**src/rtl/rect_fill_pkg.sv**
```systemverilog
// Shared constants and types for the rectangle painter: lane X table, screen size, FSM states.
package rect_fill_pkg;

  localparam int NUM_LANES = 4;
  localparam int POS_BITS  = $clog2(NUM_LANES);
  localparam int SCREEN_W  = 160;
  localparam int SCREEN_H  = 120;

  // Entry i is the left edge of character lane i.
  localparam logic [NUM_LANES-1:0][7:0] LANE_X = {8'd132, 8'd78, 8'd24, 8'd6};

  typedef enum logic [1:0] {
    IDLE,
    LOAD,
    DRAW,
    DONE
  } state_e;

endpackage

```
**src/rtl/rect_scan_counter.sv**
```systemverilog
// Raster position counter: X inner, Y outer, wraps to (0,0) after (W-1,H-1).
// Clear wins over enable; Last_o flags the final pixel of the block.
module rect_scan_counter #(
  parameter int W = 9,
  parameter int H = 5
) (
  input  logic                       Clock,
  input  logic                       Reset,
  input  logic                       Clear_i,
  input  logic                       En_i,
  output logic [$clog2(W+1)-1:0]     XCnt_o,
  output logic [$clog2(H+1)-1:0]     YCnt_o,
  output logic                       Last_o
);

  localparam int XW = $clog2(W+1);
  localparam int YW = $clog2(H+1);

  logic [XW-1:0] x_q, x_d;
  logic [YW-1:0] y_q, y_d;
  logic          x_end, y_end;

  assign x_end = (x_q == XW'(W-1));
  assign y_end = (y_q == YW'(H-1));

  always_comb begin
    x_d = x_q;
    y_d = y_q;
    if (Clear_i) begin
      x_d = '0;
      y_d = '0;
    end else if (En_i) begin
      if (x_end) begin
        x_d = '0;
        y_d = y_end ? '0 : y_q + 1'b1;
      end else begin
        x_d = x_q + 1'b1;
      end
    end
  end

  always_ff @(posedge Clock) begin
    if (!Reset) begin
      x_q <= '0;
      y_q <= '0;
    end else begin
      x_q <= x_d;
      y_q <= y_d;
    end
  end

  assign XCnt_o = x_q;
  assign YCnt_o = y_q;
  assign Last_o = x_end && y_end;

endmodule

```
**src/rtl/rect_fill_engine.sv**
```systemverilog
// Paints a RECT_W x RECT_H block at a preset lane, one registered pixel per clock.
// Define RECT_FILL_CLIP_EN to suppress Plot for pixels outside the visible screen.
module rect_fill_engine
  import rect_fill_pkg::*;
#(
  parameter int                    RECT_W     = 9,
  parameter int                    RECT_H     = 5,
  parameter int                    NUM_POS    = 4,
  parameter int                    BASE_Y     = 102,
  parameter int                    X_BITS     = 8,
  parameter int                    Y_BITS     = 7,
  parameter int                    COLOR_BITS = 3,
  parameter logic [COLOR_BITS-1:0] BG_COLOR   = 3'b111
) (
  input  logic                  Clock,
  input  logic                  Reset,
  input  logic                  Start,
  input  logic [POS_BITS-1:0]   Pos,
  input  logic                  Erase,
  input  logic [COLOR_BITS-1:0] FillColor,
  output logic [X_BITS-1:0]     XOut,
  output logic [Y_BITS-1:0]     YOut,
  output logic [COLOR_BITS-1:0] Color,
  output logic                  Plot,
  output logic                  Busy,
  output logic                  Done,
  output logic                  PosErr
);

  localparam int XW = $clog2(RECT_W+1);
  localparam int YW = $clog2(RECT_H+1);

  state_e                  state_q, state_d;
  logic [POS_BITS-1:0]     pos_q;
  logic [COLOR_BITS-1:0]   paint_q;
  logic                    err_q;
  logic [X_BITS-1:0]       base_x_q;
  logic                    busy_q, done_q, perr_q, plot_q;
  logic [X_BITS-1:0]       xout_q;
  logic [Y_BITS-1:0]       yout_q;
  logic [COLOR_BITS-1:0]   color_q;

  logic [XW-1:0]           xcnt;
  logic [YW-1:0]           ycnt;
  logic                    last_px, cnt_clr, cnt_en;
  logic                    accept, pos_bad, on_screen;
  logic [X_BITS:0]         sum_x;
  logic [Y_BITS:0]         sum_y;

  // Busy is still high during the Done cycle, so a Start there is dropped.
  assign accept  = (state_q == IDLE) && Start && !busy_q;
  assign pos_bad = int'(Pos) >= NUM_POS;

  assign sum_x = (X_BITS+1)'(base_x_q) + (X_BITS+1)'(xcnt);
  assign sum_y = (Y_BITS+1)'(BASE_Y) + (Y_BITS+1)'(ycnt);

`ifdef RECT_FILL_CLIP_EN
  assign on_screen = (sum_x <= (X_BITS+1)'(SCREEN_W-1)) &&
                     (sum_y <= (Y_BITS+1)'(SCREEN_H-1));
`else
  assign on_screen = 1'b1;
`endif

  rect_scan_counter #(
    .W (RECT_W),
    .H (RECT_H)
  ) u_scan (
    .Clock   (Clock),
    .Reset   (Reset),
    .Clear_i (cnt_clr),
    .En_i    (cnt_en),
    .XCnt_o  (xcnt),
    .YCnt_o  (ycnt),
    .Last_o  (last_px)
  );

  always_ff @(posedge Clock) begin
    if (!Reset) state_q <= IDLE;
    else        state_q <= state_d;
  end

  always_comb begin
    state_d = state_q;
    cnt_clr = 1'b0;
    cnt_en  = 1'b0;
    case (state_q)
      IDLE: if (accept) state_d = pos_bad ? DONE : LOAD;
      LOAD: begin
        cnt_clr = 1'b1;
        state_d = DRAW;
      end
      DRAW: begin
        cnt_en = 1'b1;
        if (last_px) state_d = DONE;
      end
      DONE:    state_d = IDLE;
      default: state_d = IDLE;
    endcase
  end

  always_ff @(posedge Clock) begin
    if (!Reset) begin
      pos_q    <= '0;
      paint_q  <= '0;
      err_q    <= 1'b0;
      base_x_q <= '0;
      busy_q   <= 1'b0;
      done_q   <= 1'b0;
      perr_q   <= 1'b0;
      plot_q   <= 1'b0;
      xout_q   <= '0;
      yout_q   <= '0;
      color_q  <= '0;
    end else begin
      busy_q <= (state_q != IDLE) || accept;
      done_q <= (state_q == DONE);
      perr_q <= (state_q == DONE) && err_q;
      plot_q <= (state_q == DRAW) && on_screen;
      if (accept) begin
        pos_q   <= Pos;
        paint_q <= Erase ? BG_COLOR : FillColor;
        err_q   <= pos_bad;
      end
      if (state_q == LOAD) base_x_q <= X_BITS'(LANE_X[pos_q]);
      if (state_q == DRAW) begin
        xout_q  <= sum_x[X_BITS-1:0];
        yout_q  <= sum_y[Y_BITS-1:0];
        color_q <= paint_q;
      end
    end
  end

  assign XOut   = xout_q;
  assign YOut   = yout_q;
  assign Color  = color_q;
  assign Plot   = plot_q;
  assign Busy   = busy_q;
  assign Done   = done_q;
  assign PosErr = perr_q;

endmodule

```
**config.mk**
```make
export PLATFORM = sky130hd
export DESIGN_NAME = rect_fill_engine
export DESIGN_NICKNAME = d
export VERILOG_FILES = /design/src/rtl/rect_fill_pkg.sv /design/src/rtl/rect_scan_counter.sv /design/src/rtl/rect_fill_engine.sv
export SDC_FILE = /design/constraint.sdc
export NUM_CORES = 1
export LEC_CHECK = 0
export ABC_AREA = 1
export ABC_CLOCK_PERIOD_IN_PS = 3500
export BUFFER_PORTS_ARGS = -buffer_cell sky130_fd_sc_hd__buf_2
export CORE_ASPECT_RATIO = 0.7
export CORE_MARGIN = 10
export CORE_UTILIZATION = 55
export DETAILED_ROUTE_END_ITERATION = 16
export GPL_TIMING_DRIVEN = 0
export PLACE_DENSITY = 0.78
export SYNTH_ARGS = -nofsm -noshare
export SYNTH_HDL_FRONTEND = slang
export SYNTH_SLANG_ARGS = --single-unit
export TNS_END_PERCENT = 30
```
**constraint.sdc**
```tcl
create_clock -name Clock -period 3.5 [get_ports Clock]
set_input_delay 0.525 -clock Clock [delete_from_list [all_inputs] [get_ports Clock]]
set_output_delay 0.525 -clock Clock [all_outputs]
set_load 0.01 [all_outputs]
```
* After elaboration in Yosys (flattened, before gate mapping)
Cells that the tools add are included.
** Storage, ports and cells
- Bits in registers :: 43
- Logic and storage cells :: 45
** Operators by class
- Add/sub/neg operators :: 4
- Magnitude comparators :: 1
- Equality and inequality tests :: 7
- Muxes and demuxes :: 10
- Bitwise operators :: 1
- Reduce and logical (&&, ||, !) cells :: 10
** Operators with widths (number)
- 8-bit binary-select mux with 2-bit select :: 1
- 8-bit by 4-bit adder with 8-bit output :: 1
- 8-bit two-way mux :: 1
- 2-bit case mux with 4 select lines :: 1
- 7-bit by 3-bit adder with 7-bit output, first input constant :: 1
- 3-bit two-way mux :: 2
- 4-bit by 1-bit adder with 4-bit output, second input constant :: 1
- 2-bit equality test, second input constant :: 2
- 4-bit equality test, second input constant :: 1
- 2-bit two-way mux :: 2
- 4-bit two-way mux :: 1
- 2-bit inequality test, second input constant :: 2
- 2-bit AND reduction :: 2
- 3-bit by 1-bit adder with 3-bit output, second input constant :: 1
- 3-bit equality test, second input constant :: 1
- 1-bit logical AND :: 3
- 2-bit by 3-bit < comparator with 1-bit output, second input constant :: 1
- 2-bit by 1-bit equality test with 1-bit output, second input constant :: 1
- 2-bit zero test :: 1
- 1-bit two-way mux :: 2
- 2-bit nonzero test :: 1
- 2-bit OR reduction :: 1
- 1-bit zero test :: 1
- 1-bit logical OR :: 1
- 1-bit inverter :: 1

* Longest topological paths before layout
- Depth in word-level cells :: 5
- Mapped depth :: 9
- Gate-level depth less buffers :: 8

* Modules after synthesis
From an unflattened synthesis, not the netlist that was laid out.
** Unflattened totals
- Cell total of the unflattened synthesis :: 240
- Area total of the unflattened synthesis :: 1848.0 sq um
** By module, submodules not included
- rect_fill_engine :: times used 1, cells an instance 185, area an instance 1458.9 sq um, sequential area each 640.6 sq um
- rect_scan_counter :: times used 1, cells an instance 55, area an instance 389.1 sq um, sequential area each 140.1 sq um

* Least setup slack after synthesis
Ideal clock, no wire load.
- Path kind :: reg-to-reg
- From :: register u_scan.x_q[1] (netlist: u_scan.XCnt_o[1])
- To :: register xout_q[3] (netlist: XOut[3])
- Arrival time :: 1.221 ns
- Data required time :: 3.387 ns
- Path slack :: 2.166 ns
- Cell stages (with the launch flop) :: 6
- Path buffers :: 0
- Cell sequence :: dfxtp_1 > ha_1 > fa_1 > xor2_1 > o21ai_1 > inv_1
** Between the ends
- Word-level cells in the longest chain between the ends :: 1
** Ends and longest elaborated chain
- start, declared :: line rect_scan_counter.sv:19 : logic [XW-1:0] x_q, x_d;
- start signal, assigned :: line rect_scan_counter.sv:44 : x_q <= '0;
- start signal, assigned :: line rect_scan_counter.sv:47 : x_q <= x_d;
- 8-bit by 4-bit adder with 8-bit output :: line rect_fill_engine.sv:54 : assign sum_x = (X_BITS+1)'(base_x_q) + (X_BITS+1)'(xcnt);
- end signal, assigned :: line rect_fill_engine.sv:126 : xout_q <= sum_x[X_BITS-1:0];
- end, declared :: line rect_fill_engine.sv:39 : logic [X_BITS-1:0] xout_q;
Every way passes these cells.
A chain may end at the register's enable or synchronous reset.

* Worst setup path in the final report
Same ends and word-level chain as after synthesis.

==> metrics <==
IO buf count=27; Synth cell types=32; dpl cells=between 200 and 300; Register-to-Register Path Depth=5; Final Hold Viols=0; layout cells sized above 1=0.268; Final Max Slew Viols=0; Initial Util=0.576; status=finished clean; Hold WS=roughly 0.45 ns; WP data required=3.69 ns; Worst Setup Path Type=register to register; leakage power=about 1.1 nW; VDD IR-drop max=~0.46 mV; Resized cells post-CTS=0; Most used DFF post-synth=dfxtp_1; ys async rst share=0; count leader, synth=dfxtp_1; final worst slack=2.06 ns; Peak Freq=0.694 GHz; Avg Synthesized Cell Area=approximately 8.6 µm²; CTS tree=built; Layout fillers=275; total routed wirelength=3710 µm; synth top area cells=dfxtp_1 (42%), ha_1 (12%), nor2_1 (5.7%), o21ai_0 (5.4%), a21oi_1 (4.9%); RSZ-0062 raised after global routing=false; drt pass-1 iters=4; type of destination of the critical path=register; CTS clock-pin slew for the worst setup and hold paths=about 0.080 ns; max cap viols=0; Fin Setup TNS=0 ns; Root Driver=clkbuf_8; Sw Ratio=0.375; Top Ports=31; post-route insts no fill=about 290; Hold Path Class=register to register; skew final=between 0.007 and 0.008 ns; DRC=0; initial antenna violation count=0; Area after DPL=0.00203 mm²; Worst EP arrival=1.64 ns; Startpoint Class=register; Setup-failing EPs final=0; pin count of the biggest net entering global routing=12; maximum buffer depth of the clock tree=2; Hold Path Stages=2; Total GRT Usage=0.129; Pwr Density=about 720 mW/mm²; CTS Buf Count=5; Overflow after GRT=0; dpl hpwl=2800 µm; YS warnings=0; Post-CTS Setup Inserts=0; clk_lat worst skew=about 0.30 ns; CP Max Fanout=4; Total Power=roughly 1.5 mW; post-route cell area=0.00211 mm²; vias=1432; first-pass GRT wire length=6030 µm; Int Power=around 0.95 mW; DIE AREA=0.00609 mm²; Post-synth top cells=dfxtp_1 (39), nor2_1 (28), nand2_1 (22), o21ai_0 (20); H-Tree Depth=2; DR WL/cell=roughly 13 µm; register bit count reported by yosys=39; clock power share=0.202; Layout Nets=roughly 280; Seq pwr share=0.430; n_diodes=0; leading area contributor after synthesis=dfxtp_1; hold buffer count at cts=0; post-place setup slack=a little over 2 ns; crit share post-route=0.412; area grow syn2layout=14.9%; Seq/Total Area, Yosys=0.424; DR vias/cell=around 5; GPL Wtd Cong=0.848; combinational fraction of design power=0.368; post-synth top area share=0.424; Final Critical Period=around 1.4 ns; Rows=17; DIE WIDTH=around 89 µm; Netlist Area Pre-Place=0.00184 mm²; post-synthesis cell count=215; CTS sink cnt=39; Final Util=0.662; core area=between 0.003 and 0.004 mm²; Post-synth EDFFs=0; P_sw=about 0.57 mW; Starting DRT DRC Count=57; Antenna Nets Post-Route=0; vias in the first global route=1307; chip height=68.4 µm
==> cells in the final DEF (no fill, tap or decap), types with 6 or more instances in the layout <==
master	n
a21oi_1	18
buf_2	28
buf_4	7
clkbuf_8	6
dfxtp_1	39
ha_1	18
inv_1	16
inv_2	8
nand2_1	22
nor2_1	28
o21ai_0	20
==> power groups by stage <==
stage / Sequential [mW] / Combinational (mW) / Clock (mW)
after floorplan: 0.685 / 0.368 / 0
after global placement: 0.659 / 0.554 / 0
after detailed placement: 0.664 / 0.560 / 0
after CTS: 0.654 / 0.565 / 0.311
after global routing: 0.670 / 0.637 / 0.333
final: 0.654 / 0.559 / 0.307
==> flip-flops by register name, summed over array words and instances (netlist names), 2 cells and up <==
signal and cells:
XOut 8, base_x_q 6, pos_q 2, u_scan.YCnt_o 3
paint_q 3, state_q 2, YOut 5, Color 3
u_scan.XCnt_o 4
==> final cells by class <==
class	count	area, µm²	area share
Multi-Input combinational cell	141	881	0.417
Sequential cell	39	781	0.369
Timing Repair Buffer	27	135	0.0639
Inverter	26	101	0.0480
Clock buffer	6	82.6	0.0391
Buffer	10	80.1	0.0379
Tap cell	38	47.5	0.0225
Clock inverter	1	5.00	0.00237
==> metal layers <==
metal | track usage | vias up | part of all wire | wire length [µm]
met5 | 0 | - | 0 | 0
met4 | 0.0711 | 0 | 0.020 | 73
met3 | 0.0427 | 8 | 0.085 | 316
met2 | 0.184 | 44 | 0.38 | 1400
met1 | 0.168 | 626 | 0.52 | 1910
li1 | - | 754 | - | -
==> cells by family (layout without fill, tap and decap cells) <==
kind of cell,Yosys count,in the layout,synth area share
simple gates,71,71,0.190
buf+inv,36,70,0.0986
other cells,1,2,0.00204
compound gates,46,46,0.137
fa+ha+maj,19,19,0.133
xor+xnor,3,3,0.0143
flops,39,39,0.424
==> worst paths after layout <==
path,from,end,slack (ns)
worst max-delay path,u_scan.XCnt_o[1],XOut[3],2.06
worst min-delay path,YOut[5],YOut[5],0.45
worst max register to register,u_scan.XCnt_o[1],XOut[3],2.06
worst min register to register,YOut[5],YOut[5],0.45
==> worst max-delay path, stage by stage, from the launching register on <==
cell     delay (ns)
dfxtp_1        0.36
ha_1           0.23
fa_1           0.41
xor2_1         0.18
o21ai_1        0.12
inv_1          0.04
(Power assumes the default switching activity.)
